<file path="src/rtl/instruction_fetch_unit_pkg.sv">
// Shared types and constants for the instruction fetch unit.
package mips_fetch_pkg;

    typedef enum logic [0:0] {
        RUN   = 1'b0,
        FAULT = 1'b1
    } fetch_state_t;

    localparam int unsigned INSTR_BYTES   = 4;
    localparam logic [31:0] UNMAPPED_WORD = 32'hFFFF_FFFF;

    typedef struct packed {
        logic [31:0] pc;
        logic [31:0] instr;
    } fetch_entry_t;

    function automatic logic is_word_aligned(input logic [31:0] addr);
        return (addr[1:0] == 2'b00);
    endfunction

endpackage

</file>
<file path="src/rtl/instruction_fetch_unit_if.sv">
// Instruction-memory request/response plus the fetch-to-decode handshake.
// The fetch unit is the master; memory and decode together form the slave.
interface instruction_fetch_unit_if;

    logic [31:0] imem_addr;
    logic [31:0] imem_word;
    logic        if_valid;
    logic [31:0] if_instr;
    logic [31:0] if_pc;
    logic        id_ready;

    modport master (
        output imem_addr,
        output if_valid,
        output if_instr,
        output if_pc,
        input  imem_word,
        input  id_ready
    );

    modport slave (
        input  imem_addr,
        input  if_valid,
        input  if_instr,
        input  if_pc,
        output imem_word,
        output id_ready
    );

endinterface

</file>
<file path="src/rtl/instruction_fetch_unit_fetch_buffer.sv">
// Small FIFO of {pc, instr} pairs between fetch and decode.
// Flush beats push; a push into a full buffer is taken only alongside a pop.
module fetch_buffer
    import mips_fetch_pkg::*;
#(
    parameter int unsigned DEPTH = 2
) (
    input  logic         clk,
    input  logic         reset,
    input  logic         push_i,
    input  logic         pop_i,
    input  logic         flush_i,
    input  fetch_entry_t wr_entry_i,
    output fetch_entry_t rd_entry_o,
    output logic         full_o,
    output logic         empty_o
);

    localparam logic [1:0] DEPTH_CNT = DEPTH[1:0];

    fetch_entry_t mem_q [2];
    logic         wr_ptr_q;
    logic         rd_ptr_q;
    logic [1:0]   count_q;
    logic         do_push;
    logic         do_pop;

    assign empty_o    = (count_q == 2'd0);
    assign full_o     = (count_q == DEPTH_CNT);
    assign do_pop     = pop_i && !empty_o;
    assign do_push    = push_i && (!full_o || do_pop);
    assign rd_entry_o = mem_q[rd_ptr_q];

    // Storage, pointers and occupancy; flush discards everything without a pop.
    always_ff @(posedge clk) begin
        if (reset) begin
            for (int i = 0; i < 2; i++) begin
                mem_q[i] <= '0;
            end
            wr_ptr_q <= 1'b0;
            rd_ptr_q <= 1'b0;
            count_q  <= 2'd0;
        end else if (flush_i) begin
            wr_ptr_q <= 1'b0;
            rd_ptr_q <= 1'b0;
            count_q  <= 2'd0;
        end else begin
            if (do_push) begin
                mem_q[wr_ptr_q] <= wr_entry_i;
                wr_ptr_q        <= ~wr_ptr_q;
            end
            if (do_pop) begin
                rd_ptr_q <= ~rd_ptr_q;
            end
            count_q <= count_q + {1'b0, do_push} - {1'b0, do_pop};
        end
    end

endmodule

</file>
<file path="src/rtl/instruction_fetch_unit.sv">
// Fetch stage: owns the PC, reads the combinational instruction memory,
// queues {pc, instr} for decode and latches a sticky fault on unmapped or
// misaligned addresses until an aligned redirect recovers it.
module instruction_fetch_unit
    import mips_fetch_pkg::*;
#(
    parameter logic [31:0] RESET_PC  = 32'h0000_0000,
    parameter int unsigned BUF_DEPTH = 2
) (
    input  logic                            clk,
    input  logic                            reset,
    input  logic                            fetch_en,
    input  logic                            redirect,
    input  logic [31:0]                     redirect_pc,
    output logic                            fetch_fault,
    output logic [31:0]                     fault_pc,
    instruction_fetch_unit_if.master        bus
);

    fetch_state_t state_q;
    logic [31:0]  pc_q;
    logic         fault_q;
    logic [31:0]  fault_pc_q;

    fetch_entry_t wr_entry;
    fetch_entry_t rd_entry;
    logic         buf_full;
    logic         buf_empty;
    logic         pop;
    logic         space;
    logic         fire;
    logic         unmapped;
    logic         push;

    assign pop      = !buf_empty && bus.id_ready;
    assign space    = !buf_full || pop;
    assign fire     = (state_q == RUN) && fetch_en && !redirect && space;
    assign unmapped = fire && (bus.imem_word == UNMAPPED_WORD);
    assign push     = fire && !unmapped;
    assign wr_entry = '{pc: pc_q, instr: bus.imem_word};

    assign bus.imem_addr = pc_q;
    assign bus.if_valid  = !buf_empty;
    assign bus.if_instr  = rd_entry.instr;
    assign bus.if_pc     = rd_entry.pc;
    assign fetch_fault   = fault_q;
    assign fault_pc      = fault_pc_q;

    fetch_buffer #(
        .DEPTH      (BUF_DEPTH)
    ) u_fetch_buffer (
        .clk        (clk),
        .reset      (reset),
        .push_i     (push),
        .pop_i      (pop),
        .flush_i    (redirect),
        .wr_entry_i (wr_entry),
        .rd_entry_o (rd_entry),
        .full_o     (buf_full),
        .empty_o    (buf_empty)
    );

    // PC and fault FSM: reset, then redirect, then unmapped fetch, then normal advance.
    always_ff @(posedge clk) begin
        if (reset) begin
            state_q    <= RUN;
            pc_q       <= RESET_PC;
            fault_q    <= 1'b0;
            fault_pc_q <= '0;
        end else if (redirect) begin
            pc_q <= redirect_pc;
            if (is_word_aligned(redirect_pc)) begin
                state_q <= RUN;
                fault_q <= 1'b0;
            end else begin
                state_q    <= FAULT;
                fault_q    <= 1'b1;
                fault_pc_q <= redirect_pc;
            end
        end else if (unmapped) begin
            state_q    <= FAULT;
            fault_q    <= 1'b1;
            fault_pc_q <= pc_q;
        end else if (push) begin
            pc_q <= pc_q + 32'(INSTR_BYTES);
        end
    end

endmodule
</file>
<file path="src/flat_wrapper.sv">
// flat-port wrapper written by rule: the top's interface ports become plain ports
module instruction_fetch_unit_flat import mips_fetch_pkg::*;
#(
    parameter logic [31:0] RESET_PC  = 32'h0000_0000,
    parameter int unsigned BUF_DEPTH = 2
)
  (clk, reset, fetch_en, redirect, redirect_pc, fetch_fault, fault_pc, bus_imem_addr, bus_if_valid, bus_if_instr, bus_if_pc, bus_imem_word, bus_id_ready);
  instruction_fetch_unit_if bus_i ();
  input  logic clk;
  input  logic reset;
  input  logic fetch_en;
  input  logic redirect;
  input  logic [31:0] redirect_pc;
  output logic fetch_fault;
  output logic [31:0] fault_pc;
  output wire logic [$bits(bus_i.imem_addr)-1:0] bus_imem_addr;
  output wire logic [$bits(bus_i.if_valid)-1:0] bus_if_valid;
  output wire logic [$bits(bus_i.if_instr)-1:0] bus_if_instr;
  output wire logic [$bits(bus_i.if_pc)-1:0] bus_if_pc;
  input wire logic [$bits(bus_i.imem_word)-1:0] bus_imem_word;
  input wire logic [$bits(bus_i.id_ready)-1:0] bus_id_ready;
  assign bus_imem_addr = bus_i.imem_addr;
  assign bus_if_valid = bus_i.if_valid;
  assign bus_if_instr = bus_i.if_instr;
  assign bus_if_pc = bus_i.if_pc;
  assign bus_i.imem_word = bus_imem_word;
  assign bus_i.id_ready = bus_id_ready;
  instruction_fetch_unit #(.RESET_PC(RESET_PC), .BUF_DEPTH(BUF_DEPTH)) u_core (.clk(clk), .reset(reset), .fetch_en(fetch_en), .redirect(redirect), .redirect_pc(redirect_pc), .fetch_fault(fetch_fault), .fault_pc(fault_pc), .bus(bus_i));
endmodule
</file>
<file path="config.mk">
export PLATFORM = sky130hd
export DESIGN_NAME = instruction_fetch_unit_flat
export DESIGN_NICKNAME = d
export VERILOG_FILES = /design/src/rtl/instruction_fetch_unit_pkg.sv /design/src/rtl/instruction_fetch_unit_if.sv /design/src/rtl/instruction_fetch_unit_fetch_buffer.sv /design/src/rtl/instruction_fetch_unit.sv /design/src/flat_wrapper.sv
export SDC_FILE = /design/constraint.sdc
export NUM_CORES = 1
export LEC_CHECK = 0
export BUFFER_PORTS_ARGS = -buffer_cell sky130_fd_sc_hd__buf_4
export CAP_MARGIN = 30
export CORE_ASPECT_RATIO = 1.75
export CORE_MARGIN = 3
export CORE_UTILIZATION = 35
export CTS_BUF_LIST = sky130_fd_sc_hd__clkbuf_8
export DETAILED_ROUTE_END_ITERATION = 6
export PLACE_DENSITY = 0.62
export SLEW_MARGIN = 20
export SYNTH_ARGS = -nofsm -noshare
export SYNTH_HDL_FRONTEND = slang
export SYNTH_SLANG_ARGS = --single-unit
export TNS_END_PERCENT = 5
</file>
<file path="constraint.sdc">
create_clock -name clk -period 7.1 [get_ports clk]
set_clock_uncertainty 0.2 [all_clocks]
set_input_delay 0 -clock clk [delete_from_list [all_inputs] [get_ports clk]]
set_output_delay 0 -clock clk [all_outputs]
set_load 0.01 [all_outputs]
</file>
==> results of run 1 <==
-- area by class of cell --
cell class | count | area, sq um
inverters | 12 | 45.0
fillers | 2356 | 13300
flip-flops and latches | 198 | 5250
repair buffers | 289 | 2380
well taps | 316 | 395
multi-input cells | 504 | 3600
clock buffers | 18 | 248
clock inverters | 14 | 191
-- cells by family (layout without fill, tap and decap cells) --
group           after synthesis  in the layout  synth area share (%)
mux                          93             93                  11.1
simple gates                286            286                  17.7
fa+ha+maj                     3              3                 0.413
flops                       198            198                  57.7
compound gates              109            109                  8.87
xor+xnor                     13             13                  1.25
buf+inv                      68            333                  2.95
-- repair_timing --
item | in CTS | in global routing
hold buffers | 82 | 0
setup endpoints to repair | 0 | 0
endpoints found under the hold margin | 132 | 0
setup buffers | 0 | 0
-- per-layer routing --
layer	wire length [um]	up-vias
met2	14500	208
met4	1090	0
li1	-	3347
met1	10100	3383
met5	0	-
met3	1100	41
-- per-stage QoR --
stage | total power, W | area [sq um] | std cells | utilization, %
after floorplan | 0.00150 | 9090 | 770 | -
after CTS | 0.00251 | 12100 | 1351 | 47.6
after global placement | 0.00167 | 10800 | 1235 | 42.6
final | 0.00248 | 12100 | 1351 | 47.6
after global routing | 0.00258 | 12100 | 1351 | 47.6
after detailed placement | 0.00168 | 10900 | 1237 | 42.7
-- flip-flops by register name, summed over array words and instances, names as in the netlist, named ones only --
register                        flops
u_core.u_fetch_buffer.count_q       2
u_core.u_fetch_buffer.wr_ptr_q      1
u_core.u_fetch_buffer.mem_q       128
u_core.state_q                      1
u_core.bus.imem_addr               32
u_core.u_fetch_buffer.rd_ptr_q      1
u_core.fault_pc                    32
-- placed cells by master (no fill, tap or decap), types with 12 or more instances in the layout --
cell type,n
o21ai_0,18
nand4_1,15
buf_4,205
and2_1,127
mux2_2,65
edfxtp_1,128
a211oi_1,36
nand2_1,29
mux2i_1,28
nor2_1,54
a311oi_1,13
dfxtp_1,69
xnor2_1,12
inv_1,14
dlygate4sd3_1,82
nand3_1,14
clkbuf_8,18
-- worst max-delay path, delay by kind of cell --
kind / cells / cell delay, ns
buf+inv: 4 / 1.98
compound gates: 2 / 1.13
simple gates: 3 / 0.73
-- power by group --
part           switching [W]  leakage (nW)  internal [W]
clock               0.000383         0.226      0.000420
combinational       0.000166          2.65      0.000176
sequential         0.0000524          1.92       0.00129
-- final timing paths --
check                                        start                  endpoint  slack (ns)  cells after the start
worst max-delay path                      redirect       u_core.fault_pc[17]        3.45                      9
worst min-delay path               redirect_pc[23]  u_core.bus.imem_addr[23]        0.15                      4
worst max register to register      u_core.state_q       u_core.fault_pc[17]        3.60                      7
worst min register to register  u_core.fault_pc[0]        u_core.fault_pc[0]        0.26                      2
==> flow_summary_export.csv, run 1 <==
group,metric,value,unit
global_route,grt_use_met3,3.36,%
hold_path,min_path_type,"in2reg",
floorplanning,initial_core_util,35.7,%
timing,fmaxAchievable,274,MHz
placed_design,pre_cts_slack,3.70,ns
timing,rsz0062_at_grt,"false",
critical_path,crit_type,"in2reg",
placed_design,port_buffers,198,
clocking,htreeDepth,4,
timing,drv_slew,0,
synthesis,synth_top_area_cell,"edfxtp_1",
synthesis,syn_nets,842,
synthesis,synth.most_common_cell,"edfxtp_1",
timing,fin_crit,3.65,ns
floorplanning,die_x,128,um
critical_path,worst_path_max_delay_cell,"o31ai_4",
global_route,grt_pass1_vias,7099,
timing,hold_viol,0,
clocking,clock_latency,0.49,ns
clocking,clock-sinks,198,
pwr,p_leak,4.79,nW
critical_path,cp.required,7.32,ns
critical_path,startpoint_type,"primary input",
critical_path,arrival,3.88,ns
global_route,grt.met1_usage,21.0,%
pwr,ir_drop,124,uV
drt,avgRoutedWirePerCell,19.8,um
critical_path,cpPeakStageDelay,0.88,ns
global_route,grt_overflow,0,
drt,drtIter0Drc,511,
synthesis,ys_dominant_reg_cell,"edfxtp_1",
global_route,grt_max_degree,65,
clocking,clk_path_buf_depth,2,
synthesis,synth_top_area_share,42.3,%
finish,drive_gt1_share,30.1,%
floorplanning,dieArea,28000,sq um
synthesis,synthArstFlopShare,0,%
synthesis,netlist_instances,770,
placed_design,place_congestion,0.846,
timing,tightest_slew,0.938,ns
synthesis,syn_area_per_cell,11.8,sq um
drt,viasPerCell,5.17,
finish,syn_to_final_growth,33.2,%
synthesis,seq_area_frac_synth,57.7,%
drt,ant_nets,0,
critical_path,path_cells,"dlygate4sd3_1, buf_4, nor3b_1, nand2_1, o31ai_4, buf_4, nor2_1, a311oi_1, dlygate4sd3_1",
synthesis,yosysWarningCount,0,
clocking,cts_tree,"yes",
global_route,gr-usage-all-layers,19.1,%
drt,wirelength,26.7,mm
synthesis,ys_ff_latch,198,
run,cap_violations,0,
global_route,grt_pass1_wl,40.3,mm
drt,drc_errors,0,
finish,num_antenna_cells,0,
floorplanning,rows,77,
global_route,antenna_found_initial,0,
synthesis,synth_area,9090,sq um
synthesis,synthTopCellsByArea,"edfxtp_1 42%, dfxtp_1 15%, and2_1 8.7%, mux2_2 8.1%, mux2i_1 3.1%",
timing,setup_slack,3.45,ns
clocking,ctsRootBufferMaster,"clkbuf_8",
finish,finalNetCount,1094,
critical_path,critPathMaxFanout,48,
pwr,powerDensity,205,nW/um^2
critical_path,cp-end-kind,"flip-flop",
clocking,cts_inserted_buffers,17,
floorplanning,ioPinCount,199,
timing,relSlewSlack,37.5,%
clocking,cts_resized,0,
timing,fin_hold_ws,0.152,ns
floorplanning,die_h,219,um
timing,fin_setup_tns,0,ns
timing,setup_violations,0,
synthesis,synth_edf_count,128,
synthesis,synth_cell_type_count,50,
status,outcome,"finished, final reports clean",
synthesis,synth.top_cells.by_count,"128 x edfxtp_1, 127 x and2_1, 70 x dfxtp_1",
clocking,cts.clk_slew.worst_paths,0.10,ns
floorplanning,core_area,25400,sq um
global_route,grt_util_met2,34.8,%
drt,vias,6979,
drt,drtPass1Iterations,5,
timing,fin_crit_sh,51.4,%
placed_design,hpwl,18.2,mm
global_route,grt.busiest_layer,"met2",
Power figures use the tool's default switching activity.
==> run 2, diff against run 1 <==
- PLACE_DENSITY: 0.62 -> 0.64
- clock period: 7.1 -> 3.1 ns (I/O delays scaled with it)
==> run 2 against run 1 <==
Compared with the run above: setup slack worse by 3.4 ns; first-iteration DRC count down 26%; hold slack worse by 0.028 ns; non-clock buffer count up 5; global-route usage up 0.33 points; final cell count up 0.37%; critical path depth down 3; sequential share of layout area down 0.064 points; wire length up 1.2%; clock-buffer cell count unchanged; power up 120%; clock power up 110%.
==> flow_summary_export.csv, run 2 (synthesis results as in run 1) <==
group,metric,value,unit
drt,vias,7100,
clocking,clk_path_buf_depth,2,
timing,rsz0062_at_grt,"true",
critical_path,worst_path_max_delay_cell,"dlygate4sd3_1",
timing,tightest_slew,0.855,ns
drt,drc_errors,0,
finish,drive_gt1_share,32.2,%
global_route,antenna_found_initial,0,
floorplanning,dieArea,28000,sq um
clocking,clock_latency,0.50,ns
timing,fin_hold_ws,0.124,ns
pwr,ir_drop,253,uV
finish,regArea,5250,sq um
finish,nFillCells,2330,
critical_path,cp-end-kind,"flip-flop",
critical_path,critPathMaxFanout,8,
clocking,cts_setup_buffers,0,
clocking,htreeDepth,4,
floorplanning,initial_core_util,35.7,%
drt,ant_nets,0,
drt,drtPass1Iterations,4,
floorplanning,die_h,219,um
placed_design,place_congestion,0.845,
placed_design,placed_cell_area,11000,sq um
critical_path,cp.required,3.34,ns
global_route,gr-usage-all-layers,19.4,%
floorplanning,rows,77,
pwr,clkPwrFrac,30.6,%
clocking,cts.clk_slew.worst_paths,0.10,ns
global_route,grt_overflow,0,
pwr,swShare,26.2,%
drt,viasPerCell,5.24,
pwr,seqPwrFrac,55.0,%
floorplanning,die_x,128,um
pwr,switchingPower,0.00146,W
critical_path,cpPeakStageDelay,0.57,ns
pwr,p_int,0.00410,W
global_route,grt_max_degree,65,
critical_path,startpoint_type,"flip-flop",
finish,finalNetCount,1099,
placed_design,hpwl,18.4,mm
critical_path,path_cells,"and4_1, nand4_1, a211o_1, or4_1, nand3_1, dlygate4sd3_1",
finish,syn_to_final_growth,33.5,%
timing,fin_setup_tns,0,ns
finish,largest_register,"u_core.u_fetch_buffer.mem_q",
floorplanning,core_area,25400,sq um
hold_path,min_path_type,"in2reg",
global_route,grt_pass1_vias,7308,
floorplanning,ioPinCount,199,
pwr,p_leak,4.79,nW
finish,num_antenna_cells,0,
timing,hold_viol,0,
drt,drtIter0Drc,376,
timing,drv_slew,0,
timing,fmaxAchievable,329,MHz
critical_path,arrival,3.28,ns
timing,fin_crit,3.04,ns
critical_path,crit_type,"reg2reg",
clocking,clock-sinks,198,
run,cap_violations,0,
drt,avgRoutedWirePerCell,19.9,um
finish,fin_area,12100,sq um
finish,final_cell_mix,"217 x buf_4, 128 x edfxtp_1, 127 x and2_1",
clocking,cts_tree,"yes",
status,outcome,"finished, final reports clean",
finish,largest_reg_flops,128,
timing,relSlewSlack,42.7,%
placed_design,port_buffers,198,
clocking,cts_inserted_buffers,17,
clocking,ctsRootBufferMaster,"clkbuf_8",
pwr,powerDensity,458,nW/um^2
global_route,grt_pass1_wl,41.1,mm
timing,fin_crit_sh,98.1,%
finish,multiInputGateArea,3610,sq um
pwr,pwr-share-comb,14.4,%
drt,wirelength,27.0,mm
timing,setup_violations,0,
finish,layout_commonest_cell,"buf_4",
-- run 2: cell types whose count changed in the layout (fill, tap and decap cells not counted), sizes merged --
cell,before,now
clkinv,4,6
inv,15,14
bufinv,5,2
buf,207,220
dlygate4sd3,82,74
clkinvlp,2,4
-- run 2: worst paths after layout --
check             slack, ns                       end  cells past startpoint               startpoint
setup / recovery       0.06  u_core.bus.imem_addr[24]                      6  u_core.bus.imem_addr[5]
hold / removal         0.12  u_core.bus.imem_addr[31]                      4          redirect_pc[31]
hold reg to reg        0.27        u_core.fault_pc[0]                      2       u_core.fault_pc[0]
setup reg to reg       0.06  u_core.bus.imem_addr[24]                      6  u_core.bus.imem_addr[5]
-- run 2: area by class of cell --
cell class | count | share of cell area [%]
timing repair buffer | 294 | 20.1
inverter | 12 | 0.371
sequential | 198 | 43.3
tap | 316 | 3.26
clock inverter | 14 | 1.24
multi-input combinational | 504 | 29.7
clock buffer | 18 | 2.04
-- run 2: worst max-delay path: cells and delay by family (launching register included) --
kind | cells | cell delay [ns]
flops | 1 | 0.49
compound gates | 1 | 0.41
simple gates | 4 | 1.32
buf+inv | 1 | 0.57
-- run 2: layer usage --
| layer | track usage [%] | up-vias | wire (um) |
|---|---|---|---|
| met5 | 0 | - | 0 |
| met4 | 10.5 | 0 | 1280 |
| met3 | 3.65 | 68 | 1250 |
| met2 | 35.1 | 237 | 14500 |
| met1 | 21.0 | 3439 | 10000 |
| li1 | - | 3356 | - |
-- run 2: repair_timing --
action,in CTS,in global routing
endpoints found under the setup margin,0,2
hold endpoints to repair,137,0
resized for setup,0,4
hold buffers,74,0
-- run 2: power by group through the flow --
stage | Clock (W) | Sequential [W] | Combinational, W
final | 0.00170 | 0.00306 | 0.000802
after global routing | 0.00185 | 0.00308 | 0.000867
after CTS | 0.00176 | 0.00306 | 0.000810
after detailed placement | 0 | 0.00312 | 0.000730
after global placement | 0 | 0.00311 | 0.000721
after floorplan | 0 | 0.00310 | 0.000325
-- run 2: per-stage QoR --
step,util [%],setup WS [ns],cells,power [W]
floorplan,-,0.199,770,0.00343
global placement,43.1,0.380,1249,0.00383
detailed placement,43.2,0.401,1250,0.00385
CTS,47.7,0.0809,1356,0.00563
global route,47.7,-0.0274,1356,0.00580
finish,47.7,0.0591,1356,0.00556
==> run 3, diff against run 2 <==
- CAP_MARGIN: 30 -> not set
- GPL_TIMING_DRIVEN: not set -> 0
- TNS_END_PERCENT: 5 -> 20
==> run 3 against run 2 <==
Compared with the run above: the flow now finishes with violations (negative setup slack); via count increased by 1.6%; power grew 0.64%; highest routed layer unchanged; die area is the same; sequential share of layout area down 0.46 points; hold slack better by 0.019 ns; sequential cell count is the same; combinational power increased by 4.1%; global-route usage increased by 0.96 points; non-clock buffer count increased by 37; setup slack got worse by 0.061 ns.
==> flow_summary_export.csv, run 3 (synthesis results as in run 1) <==
group,metric,value,unit
status,outcome,"finished with violations",
status,failed_checks,"negative setup slack",
drt,ant_nets,0,
critical_path,cp-end-kind,"flip-flop",
finish,final_cell_mix,"198 x buf_4, 128 x edfxtp_1, 127 x and2_1",
global_route,grt_overflow,0,
global_route,gr-usage-all-layers,20.3,%
floorplanning,core_area,25400,sq um
global_route,grt_pass1_vias,7326,
critical_path,crit_type,"reg2reg",
timing,drv_slew,0,
critical_path,cp.required,3.35,ns
timing,relSlewSlack,28.4,%
timing,setup_slack,-0.00151,ns
hold_path,min_path_type,"in2reg",
clocking,cts_tree,"yes",
timing,fmaxAchievable,322,MHz
timing,setup_violations,1,
critical_path,worst_path_max_delay_cell,"a211oi_1",
floorplanning,dieArea,28000,sq um
hold_path,hold_depth,3,
finish,finalNetCount,1137,
clocking,cts.clk_slew.worst_paths,0.11,ns
critical_path,rr_startpoint,"u_core.bus.imem_addr[4]",
finish,syn_to_final_growth,34.8,%
floorplanning,die_x,128,um
floorplanning,rows,77,
finish,layout_commonest_cell,"buf_4",
global_route,grt_max_degree,35,
clocking,clock_latency,0.50,ns
critical_path,timing.rr.end,"u_core.bus.imem_addr[28]",
timing,fin_setup_tns,-0.00151,ns
placed_design,port_buffers,197,
critical_path,critPathMaxFanout,9,
drt,avgRoutedWirePerCell,20.5,um
floorplanning,initial_core_util,35.7,%
critical_path,ff2ff_setup_slack,-0.002,ns
drt,drtIter0Drc,474,
clocking,cts_inserted_buffers,17,
timing,fin_crit_sh,100,%
drt,drtPass1Iterations,5,
hold_path,worst_hold_path.endpoint,"u_core.u_fetch_buffer.mem_q[0][11]",
timing,fin_crit,3.10,ns
timing,rsz0062_at_grt,"true",
placed_design,hpwl,21.0,mm
finish,largest_register,"u_core.u_fetch_buffer.mem_q",
critical_path,path_cells,"buf_2, and4_1, nand4_1, a211oi_1, nand4b_1, o211ai_1, dlygate4sd3_1",
global_route,grt_pass1_wl,42.6,mm
hold_path,holdCritStartpoint,"bus_imem_word[11]",
clocking,htreeDepth,4,
timing,hold_viol,0,
finish,drive_gt1_share,29.3,%
pwr,powerDensity,457,nW/um^2
timing,fin_hold_ws,0.144,ns
critical_path,cpPeakStageDelay,0.73,ns
floorplanning,ioPinCount,199,
global_route,antenna_found_initial,0,
critical_path,arrival,3.35,ns
drt,wirelength,28.6,mm
critical_path,startpoint_type,"flip-flop",
drt,drc_errors,0,
floorplanning,die_h,219,um
clocking,cts_setup_buffers,0,
pwr,ir_drop,302,uV
pwr,p_leak,4.85,nW
drt,vias,7214,
placed_design,pre_cts_slack,-0.215,ns
finish,largest_reg_flops,128,
clocking,ctsRootBufferMaster,"clkbuf_8",
clocking,clock-sinks,198,
drt,viasPerCell,5.17,
critical_path,worstRegToRegCells,7,
clocking,clk_path_buf_depth,2,
timing,tightest_slew,1.07,ns
run,cap_violations,0,
placed_design,place_congestion,0.947,
## run 3: changes by cell type in the layout (fill, tap and decap cells not counted), sizes merged
cell         delta
bufinv          +1
dlygate4sd3     +1
inv             +1
clkinvlp        -2
clkbuf         +46
or2             +1
buf            -10
diode           +1
## run 3: final cells by class
cell class                      instances  area (sq um)
Fill cell                            2378         13200
Sequential cell                       198          5250
Multi-Input combinational cell        505          3610
Timing Repair Buffer                  276          2330
Tap cell                              316           395
Clock buffer                           18           248
Buffer                                 55           221
Clock inverter                         14           145
Inverter                               12          45.0
Antenna cell                            1          2.50
## run 3: worst max-delay path: cells and delay by family (launching register included)
kind	cells	cell delay, ns
DFF	1	0.39
AOI/OAI and AO/OA	2	0.85
buffers and inverters	2	0.81
and+or+nand+nor	3	0.80
## run 3: per-stage QoR
stage / utilization, % / area (sq um) / total power (W) / std cells
final: 48.2 / 12200 / 0.00560 / 1395
after global routing: 48.2 / 12200 / 0.00581 / 1394
after CTS: 48.1 / 12200 / 0.00564 / 1394
after detailed placement: 43.6 / 11100 / 0.00387 / 1287
after global placement: 43.1 / 11000 / 0.00385 / 1283
after floorplan: - / 9100 / 0.00343 / 770
## run 3: routing by layer
metal | up-vias | routed length [um] | GRT usage, %
met3 | 67 | 1440 | 3.46
met2 | 276 | 15800 | 38.3
met4 | 0 | 1260 | 10.2
li1 | 3424 | - | -
met5 | - | 0 | 0
met1 | 3447 | 10200 | 21.4
## run 3: repair_timing
item	CTS	global route
hold buffers	75	0
cloned	1	0
gates resized for setup	1	5
pin swaps	1	1
endpoints found under the setup margin	74	49
hold endpoints to repair	133	0
## run 3: where the power goes
part	total (W)	switching, W	leakage (nW)	internal [W]
Combinational	0.000835	0.000415	2.73	0.000419
Clock	0.00171	0.000908	0.206	0.000798
Sequential	0.00305	0.000106	1.92	0.00295
Total	0.00560	0.00143	4.85	0.00417
## run 3: worst max-delay path by stage
stage,start,to,slack (ns),depth (start not counted)
2_1_floorplan,u_core.state_q,u_core.u_fetch_buffer.mem_q[0][0],0.20,6
3_3_place_gp,u_core.state_q,u_core.u_fetch_buffer.mem_q[1][59],-0.96,6
3_5_place_dp,u_core.state_q,u_core.u_fetch_buffer.mem_q[1][4],-0.21,7
4_1_cts,bus_imem_word[12],u_core.u_fetch_buffer.count_q[1],0.04,13
5_1_grt,u_core.state_q,u_core.fault_pc[27],-0.02,7
6_report,u_core.bus.imem_addr[4],u_core.bus.imem_addr[28],-0.002,7
